## src/rtl/fp_div_arbiter.sv

```systemverilog
// Two-port round-robin front end and sequencer for the iterative single-precision divider.
// Build macro FP_DIV_SPECIAL_EN resolves zero/Inf/NaN operands locally without launching the divider.
module fp_div_arbiter #(
    parameter int unsigned ITER_CYCLES = 26
) (
    input  logic        int_clk,
    input  logic        rst,
    input  logic        req0_valid,
    input  logic [31:0] req0_a,
    input  logic [31:0] req0_b,
    output logic        req0_ready,
    input  logic        req1_valid,
    input  logic [31:0] req1_a,
    input  logic [31:0] req1_b,
    output logic        req1_ready,
    output logic        rsp0_valid,
    output logic [31:0] rsp0_data,
    input  logic        rsp0_ready,
    output logic        rsp1_valid,
    output logic [31:0] rsp1_data,
    input  logic        rsp1_ready,
    output logic [31:0] div_a,
    output logic [31:0] div_b,
    output logic        div_start,
    input  logic [31:0] div_out,
    output logic        busy
);

    typedef enum logic [1:0] {
        ST_IDLE   = 2'd0,
        ST_LAUNCH = 2'd1,
        ST_WAIT   = 2'd2,
        ST_RESP   = 2'd3
    } state_t;

    localparam logic [7:0] COUNT_LOAD = 8'(ITER_CYCLES - 32'd1);

    state_t      state_r;
    state_t      state_nxt_s;
    logic [7:0]  count_r;
    logic [31:0] result_r;
    logic [31:0] div_a_r;
    logic [31:0] div_b_r;
    logic        owner_r;
    logic        owner_nxt_s;
    logic        last_grant_r;
    logic        div_start_r;
    logic        rsp0_valid_r;
    logic        rsp1_valid_r;
    logic        busy_r;
    logic        grant_vld_s;
    logic        sel_s;
    logic        accept_s;
    logic [31:0] sel_a_s;
    logic [31:0] sel_b_s;
    logic        special_s;

`ifdef FP_DIV_SPECIAL_EN
    logic [31:0] special_val_s;

    // Returns {is_special, quotient}; a zero exponent field counts as zero (denormals flushed).
    function automatic logic [32:0] classify(input logic [31:0] a, input logic [31:0] b);
        logic a_zero;
        logic b_zero;
        logic sgn;
        a_zero = (a[30:23] == 8'h00);
        b_zero = (b[30:23] == 8'h00);
        sgn    = a[31] ^ b[31];
        if (a_zero && b_zero) begin
            classify = {1'b1, 32'h7FC0_0000};
        end else if (b_zero) begin
            classify = {1'b1, sgn, 8'hFF, 23'h0};
        end else if (a_zero) begin
            classify = {1'b1, sgn, 31'h0};
        end else if ((a[30:23] == 8'hFF) || (b[30:23] == 8'hFF)) begin
            classify = {1'b1, 32'h7FC0_0000};
        end else begin
            classify = {1'b0, 32'h0};
        end
    endfunction

    // Special-operand detection on the port about to be granted.
    always_comb begin
        {special_s, special_val_s} = classify(sel_a_s, sel_b_s);
    end
`else
    assign special_s = 1'b0;
`endif

    // Round-robin selection: on contention the port that did not win last time goes.
    always_comb begin
        grant_vld_s = 1'b0;
        sel_s       = 1'b0;
        if (req0_valid && req1_valid) begin
            grant_vld_s = 1'b1;
            sel_s       = ~last_grant_r;
        end else if (req0_valid) begin
            grant_vld_s = 1'b1;
            sel_s       = 1'b0;
        end else if (req1_valid) begin
            grant_vld_s = 1'b1;
            sel_s       = 1'b1;
        end else begin
            grant_vld_s = 1'b0;
            sel_s       = 1'b0;
        end
        sel_a_s = sel_s ? req1_a : req0_a;
        sel_b_s = sel_s ? req1_b : req0_b;
    end

    // Next-state decode and request-ready generation.
    always_comb begin
        state_nxt_s = state_r;
        owner_nxt_s = owner_r;
        accept_s    = 1'b0;
        req0_ready  = 1'b0;
        req1_ready  = 1'b0;
        case (state_r)
            ST_IDLE: begin
                // Ready is masked during reset so every output reads 0 while rst is high.
                accept_s   = grant_vld_s && !rst;
                req0_ready = accept_s && !sel_s;
                req1_ready = accept_s && sel_s;
                if (accept_s) begin
                    owner_nxt_s = sel_s;
                    state_nxt_s = special_s ? ST_RESP : ST_LAUNCH;
                end else begin
                    state_nxt_s = ST_IDLE;
                end
            end
            ST_LAUNCH: begin
                state_nxt_s = ST_WAIT;
            end
            ST_WAIT: begin
                if (count_r == 8'd0) begin
                    state_nxt_s = ST_RESP;
                end else begin
                    state_nxt_s = ST_WAIT;
                end
            end
            ST_RESP: begin
                if (owner_r ? rsp1_ready : rsp0_ready) begin
                    state_nxt_s = ST_IDLE;
                end else begin
                    state_nxt_s = ST_RESP;
                end
            end
            default: begin
                state_nxt_s = ST_IDLE;
            end
        endcase
    end

    // FSM state and output flags, registered from the next-state decode.
    always_ff @(posedge int_clk or posedge rst) begin
        if (rst) begin
            state_r      <= ST_IDLE;
            owner_r      <= 1'b0;
            div_start_r  <= 1'b0;
            busy_r       <= 1'b0;
            rsp0_valid_r <= 1'b0;
            rsp1_valid_r <= 1'b0;
        end else begin
            state_r      <= state_nxt_s;
            owner_r      <= owner_nxt_s;
            div_start_r  <= (state_nxt_s == ST_LAUNCH);
            busy_r       <= (state_nxt_s != ST_IDLE);
            rsp0_valid_r <= (state_nxt_s == ST_RESP) && !owner_nxt_s;
            rsp1_valid_r <= (state_nxt_s == ST_RESP) && owner_nxt_s;
        end
    end

    // Operand latch, grant history and iteration counter.
    always_ff @(posedge int_clk or posedge rst) begin
        if (rst) begin
            div_a_r      <= 32'h0;
            div_b_r      <= 32'h0;
            last_grant_r <= 1'b1;
            count_r      <= 8'd0;
        end else begin
            if (accept_s) begin
                div_a_r      <= sel_a_s;
                div_b_r      <= sel_b_s;
                last_grant_r <= sel_s;
            end else begin
                div_a_r      <= div_a_r;
                div_b_r      <= div_b_r;
                last_grant_r <= last_grant_r;
            end
            if (state_r == ST_LAUNCH) begin
                count_r <= COUNT_LOAD;
            end else if ((state_r == ST_WAIT) && (count_r != 8'd0)) begin
                count_r <= count_r - 8'd1;
            end else begin
                count_r <= count_r;
            end
        end
    end

    // Result capture: divider quotient at the end of WAIT, or a locally resolved special value.
    always_ff @(posedge int_clk or posedge rst) begin
        if (rst) begin
            result_r <= 32'h0;
        end else if ((state_r == ST_WAIT) && (count_r == 8'd0)) begin
            result_r <= div_out;
`ifdef FP_DIV_SPECIAL_EN
        end else if (accept_s && special_s) begin
            result_r <= special_val_s;
`endif
        end else begin
            result_r <= result_r;
        end
    end

    assign div_a      = div_a_r;
    assign div_b      = div_b_r;
    assign div_start  = div_start_r;
    assign busy       = busy_r;
    assign rsp0_valid = rsp0_valid_r;
    assign rsp1_valid = rsp1_valid_r;
    assign rsp0_data  = result_r;
    assign rsp1_data  = result_r;

endmodule

```

## config.mk

```make
export PLATFORM = sky130hd
export DESIGN_NAME = fp_div_arbiter
export DESIGN_NICKNAME = d
export VERILOG_FILES = /design/src/rtl/fp_div_arbiter.sv
export SDC_FILE = /design/constraint.sdc
export NUM_CORES = 1
export LEC_CHECK = 0
export ABC_AREA = 1
export BUFFER_PORTS_ARGS = -buffer_cell sky130_fd_sc_hd__clkbuf_2
export CAP_MARGIN = 20
export CORE_AREA = 2 2 118 120
export CTS_CLUSTER_DIAMETER = 80
export DETAILED_ROUTE_END_ITERATION = 10
export DIE_AREA = 0 0 120 122
export PLACE_DENSITY = 0.73
export RECOVER_POWER = 100
export SLEW_MARGIN = 10
export SYNTH_ARGS = -nofsm -noshare
export SYNTH_HDL_FRONTEND = slang
export SYNTH_SLANG_ARGS = --single-unit
```

## constraint.sdc

```tcl
create_clock -name int_clk -period 17.6 [get_ports int_clk]
set_clock_uncertainty 0.1 [all_clocks]
set_input_delay 5.28 -clock int_clk [delete_from_list [all_inputs] [get_ports int_clk]]
set_output_delay 5.28 -clock int_clk [all_outputs]
set_load 0.01 [all_outputs]
```

Word-level counts from Yosys, hierarchy flattened:

Index checks and enable logic that the tools add are counted.

* flip-flop bits (word level): 112
* bits in latches: 0
* RAM bits: 0
* bits in read-only memories: 0
* input port bits: 166
* output and inout bits: 134
* logic and storage cells: 53
* memories: 0

* $add $sub $neg: 1
* $mul: 0
* divide/modulo/power cells: 0
* $lt $le $gt $ge: 0
* equality and inequality tests: 5
* shift-type cells: 0
* muxes and demuxes: 19
* bitwise gates (word level): 1
* reductions and logical operators: 16

Operator list (number)
* two-way mux 32 bit: 2
* two-way mux 8 bit: 2
* two-way mux 1 bit: 13
* logical AND 1 bit: 8
* logical NOT 8 bit: 1
* case mux 2 bit (4 select lines): 1
* nonzero test 8 bit: 1
* subtractor 8 x 1 -> 8 bit, second input constant: 1
* equality test 2 bit, second input constant: 3
* equality test 2 x 1 -> 1 bit, second input constant: 2
* nonzero test 2 bit: 2
* logical NOT 1 bit: 3
* logical NOT 2 bit: 1
* two-way mux 2 bit: 1
* NOT 1 bit: 1

Depth between registers and ports, before layout:

* word-level depth: 8
* depth in mapped cells: 9
* depth with buffers taken out: 8

Worst setup path after synthesis:

Ideal clock, no wire load.

* kind: input-to-output
* start: input port rst
* end: output port req0_ready
* arrival: 8859 ps
* required time: 12220 ps
* slack: 3361 ps
* stages on the path: 6
* path buffers: 1
* path through: inv_1 -> o21ai_0 -> nor2_4 -> nand2_1 -> inv_2 -> buf_2

* longest elaborated chain between the ends: 4

RTL lines
* start, declared: RTL line 7 `input logic rst,`
* logical NOT 1 bit (no source line)
* logical AND 1 bit: RTL line 121 `accept_s = grant_vld_s && !rst;`
* logical AND 1 bit: RTL line 122 `req0_ready = accept_s && !sel_s;`
* two-way mux 1 bit: RTL line 118 `case (state_r)`
* end, declared: RTL line 11 `output logic req0_ready,`

Every way passes these cells.

Final worst setup path:

* start: input port rst
* end: output port req1_ready

* longest elaborated chain between the ends: 4

RTL lines
* logical NOT 1 bit (no source line)
* logical AND 1 bit: RTL line 121
* logical AND 1 bit: RTL line 123 `req1_ready = accept_s && sel_s;`
* two-way mux 1 bit: RTL line 118
* end, declared: RTL line 15 `output logic req1_ready,`

Every way passes these cells.

==> qor.txt <==
DR pass1 iterations: 4
WL/cell: 13.14 um
MaxCap Viol Count: 5
CTS tree: done
Hold Violations, Final: 0
first-pass GRT wire length: 21210 um
CP arrival: 8910 ps
leakage: 3.423 nW
post-placement cell count: 1045
Worst Hold Class: reg -> reg
layout cells sized above 1: 0.2148
R2R Path Start: count_r[0]
Slew Limit Fails: 280
Cells after Synth: 622
PortBufs: 299
R2R depth: 6
post-layout util: 0.4866
DP Wirelength: 10200 um
total number of vias: 4903
period utilization: 0.8121
overall routing resource usage: 0.1831
worst hold start: count_r[0]
Syn Nets: 789
Iteration-0 DRC Markers: 315
ANT cells: 0
Post-Place Setup Slack: 5182 ps
Req. time, crit path: 12220 ps
total die area: 14640 um^2
asr flop ratio synth: 1.000
Final #Nets: 1043
critical path class: in -> out
post-synth top area share: 0.5425
post-CTS setup buffers: 0
CP endpoint kind: output pin
DRC: 0
die width: 120 um
Yosys warning count: 0
area leader, netlist: dfrtp_1
setup slack after layout: 3307 ps
PD cells: 168.8 nW/um^2
Routed Antenna Nets: 0
fin crit period: 14290 ps
Clock Tree Buf Depth: 2
PostCTS Resize Cnt: 0
# rows: 43
hold buffers post-CTS: 0
unrepaired setup endpoints after global routing: false
vias in the first global route: 4392
synthesized flop and latch total: 112
Critical Path Start: rst
Fin Setup TNS: 0 ps
grt ovf: 0
Synth cell types: 24
number of synthesized flops with an enable pin: 0
synth top area cells: dfrtp_1, nand2_1, nand3_1
Boundary Pins: 300
chip height: 122 um
slew of the pin with the lowest slew margin: 3306 ps
initial antenna violation count: 0
CP startpoint kind: input port
Via density: 4.625
Netlist Area Pre-Place: 5120 um^2
final wirelength: 13930 um
most common cell after layout, fill and taps aside: nand2_1
Max-Slew Margin vs Limit: -1.204
GP Congestion: 0.8562
Layout Cells excl Fill: 1060
Area Overhead vs Synth: 28.35%
CTS Sinks: 112
CTS root buf: clkbuf_16
CTS H-Tree Depth: 3
Syn Area/Cell: 8.231 um^2
Setup Viol. Count Final: 0
Core ar.: 13500 um^2
status: finished with violations
largest net degree at the start of global routing: 68
Synth Flop Type: dfrtp_1
Crit Path Max Fanout: 67
maximum VDD drop: 0.00008212 V
clk_lat worst skew: 340 ps
sequential area share after synthesis: 0.5477
TritonCTS Buffers: 9
failing checks: max-capacitance violations, max-slew violations
Hold Path Depth: 2
most frequent cells in the layout: nand2_1, clkbuf_2, clkbuf_1, dfrtp_1, nand3_1
Fmax: 0.06996 GHz
register clock-pin slew on the reported worst setup and hold paths: 70 ps
initial core utilization: 0.3791
## through the flow
| step | hold slack, ps | instance area, um^2 | total power [W] |
|---|---|---|---|
| 6_report | 391.4 | 6571 | 0.001109 |
| 5_1_grt | 413.0 | 6571 | 0.001198 |
| 4_1_cts | 391.1 | 6777 | 0.001159 |
| 3_5_place_dp | 376.7 | 6487 | 0.0009554 |
| 3_3_place_gp | 361.7 | 6487 | 0.0009464 |
| 2_1_floorplan | 348.9 | 5120 | 0.0007837 |
## cell type report
cell class                 instances  area (um^2)
fill                            1458         6933
inverter                          18        68.82
sequential                       112         2804
timing repair buffer             305         1358
clock inverter                     3        42.54
multi-input combinational        430         1827
tap                              180        225.2
clock buffer                      12        246.5
## synth_stat cells (all sizes together) (2+ instances only)
library cell    n
inv            18
nand3         104
dfrtp         111
a21oi           2
nor2           16
clkbuf         10
nand4           5
o21ai           6
buf            52
nand2         290
## per-layer routing
layer  vias up  GRT usage  part of all wire
met3        25    0.03979             0.058
met4         0    0.07059             0.020
met2       171     0.2873              0.48
li1       2438          -                 -
met5         -          0                 0
met1      2269     0.2489              0.45
## logic make-up after synthesis
| kind of cell | synth area share |
|---|---|
| AND/OR/NAND/NOR | 0.3416 |
| flip-flops | 0.5477 |
| adder cells (fa/ha/maj) | 0.002443 |
| buffers and inverters | 0.09482 |
| AO/OA/AOI/OAI | 0.01173 |
| XOR/XNOR | 0.001711 |
## sequential cells by signal, indices dropped and copies added (netlist names)
name,cells
state_r,2
owner_r,1
rsp0_data,32
busy,1
last_grant_r,1
div_a,32
div_start,1
rsp0_valid,1
count_r,8
rsp1_valid,1
div_b,32
## report_power, final
part	leakage, nW	switching (W)	total (W)	internal [W]
registers	1.39	0.0000825	0.000461	0.000378
logic	1.90	0.000288	0.000448	0.000160
clock network	0.139	0.0000873	0.000201	0.000113
## worst max-delay path: stages
cell	delay (ps)
clkbuf_1	80
clkinvlp_2	120
clkbuf_1	2360
o211ai_4	100
buf_4	440
nor2_1	320
clkbuf_1	190
## final timing paths
check,endpoint,slack (ps)
worst max register to register,rsp1_valid,13490
worst max-delay path,req1_ready,3310
worst min register to register,count_r[0],390
max in group asynchronous,div_b[13],7510
min in group asynchronous,count_r[7],6200
worst min-delay path,count_r[0],390
Power figures use the tool's default switching activity.
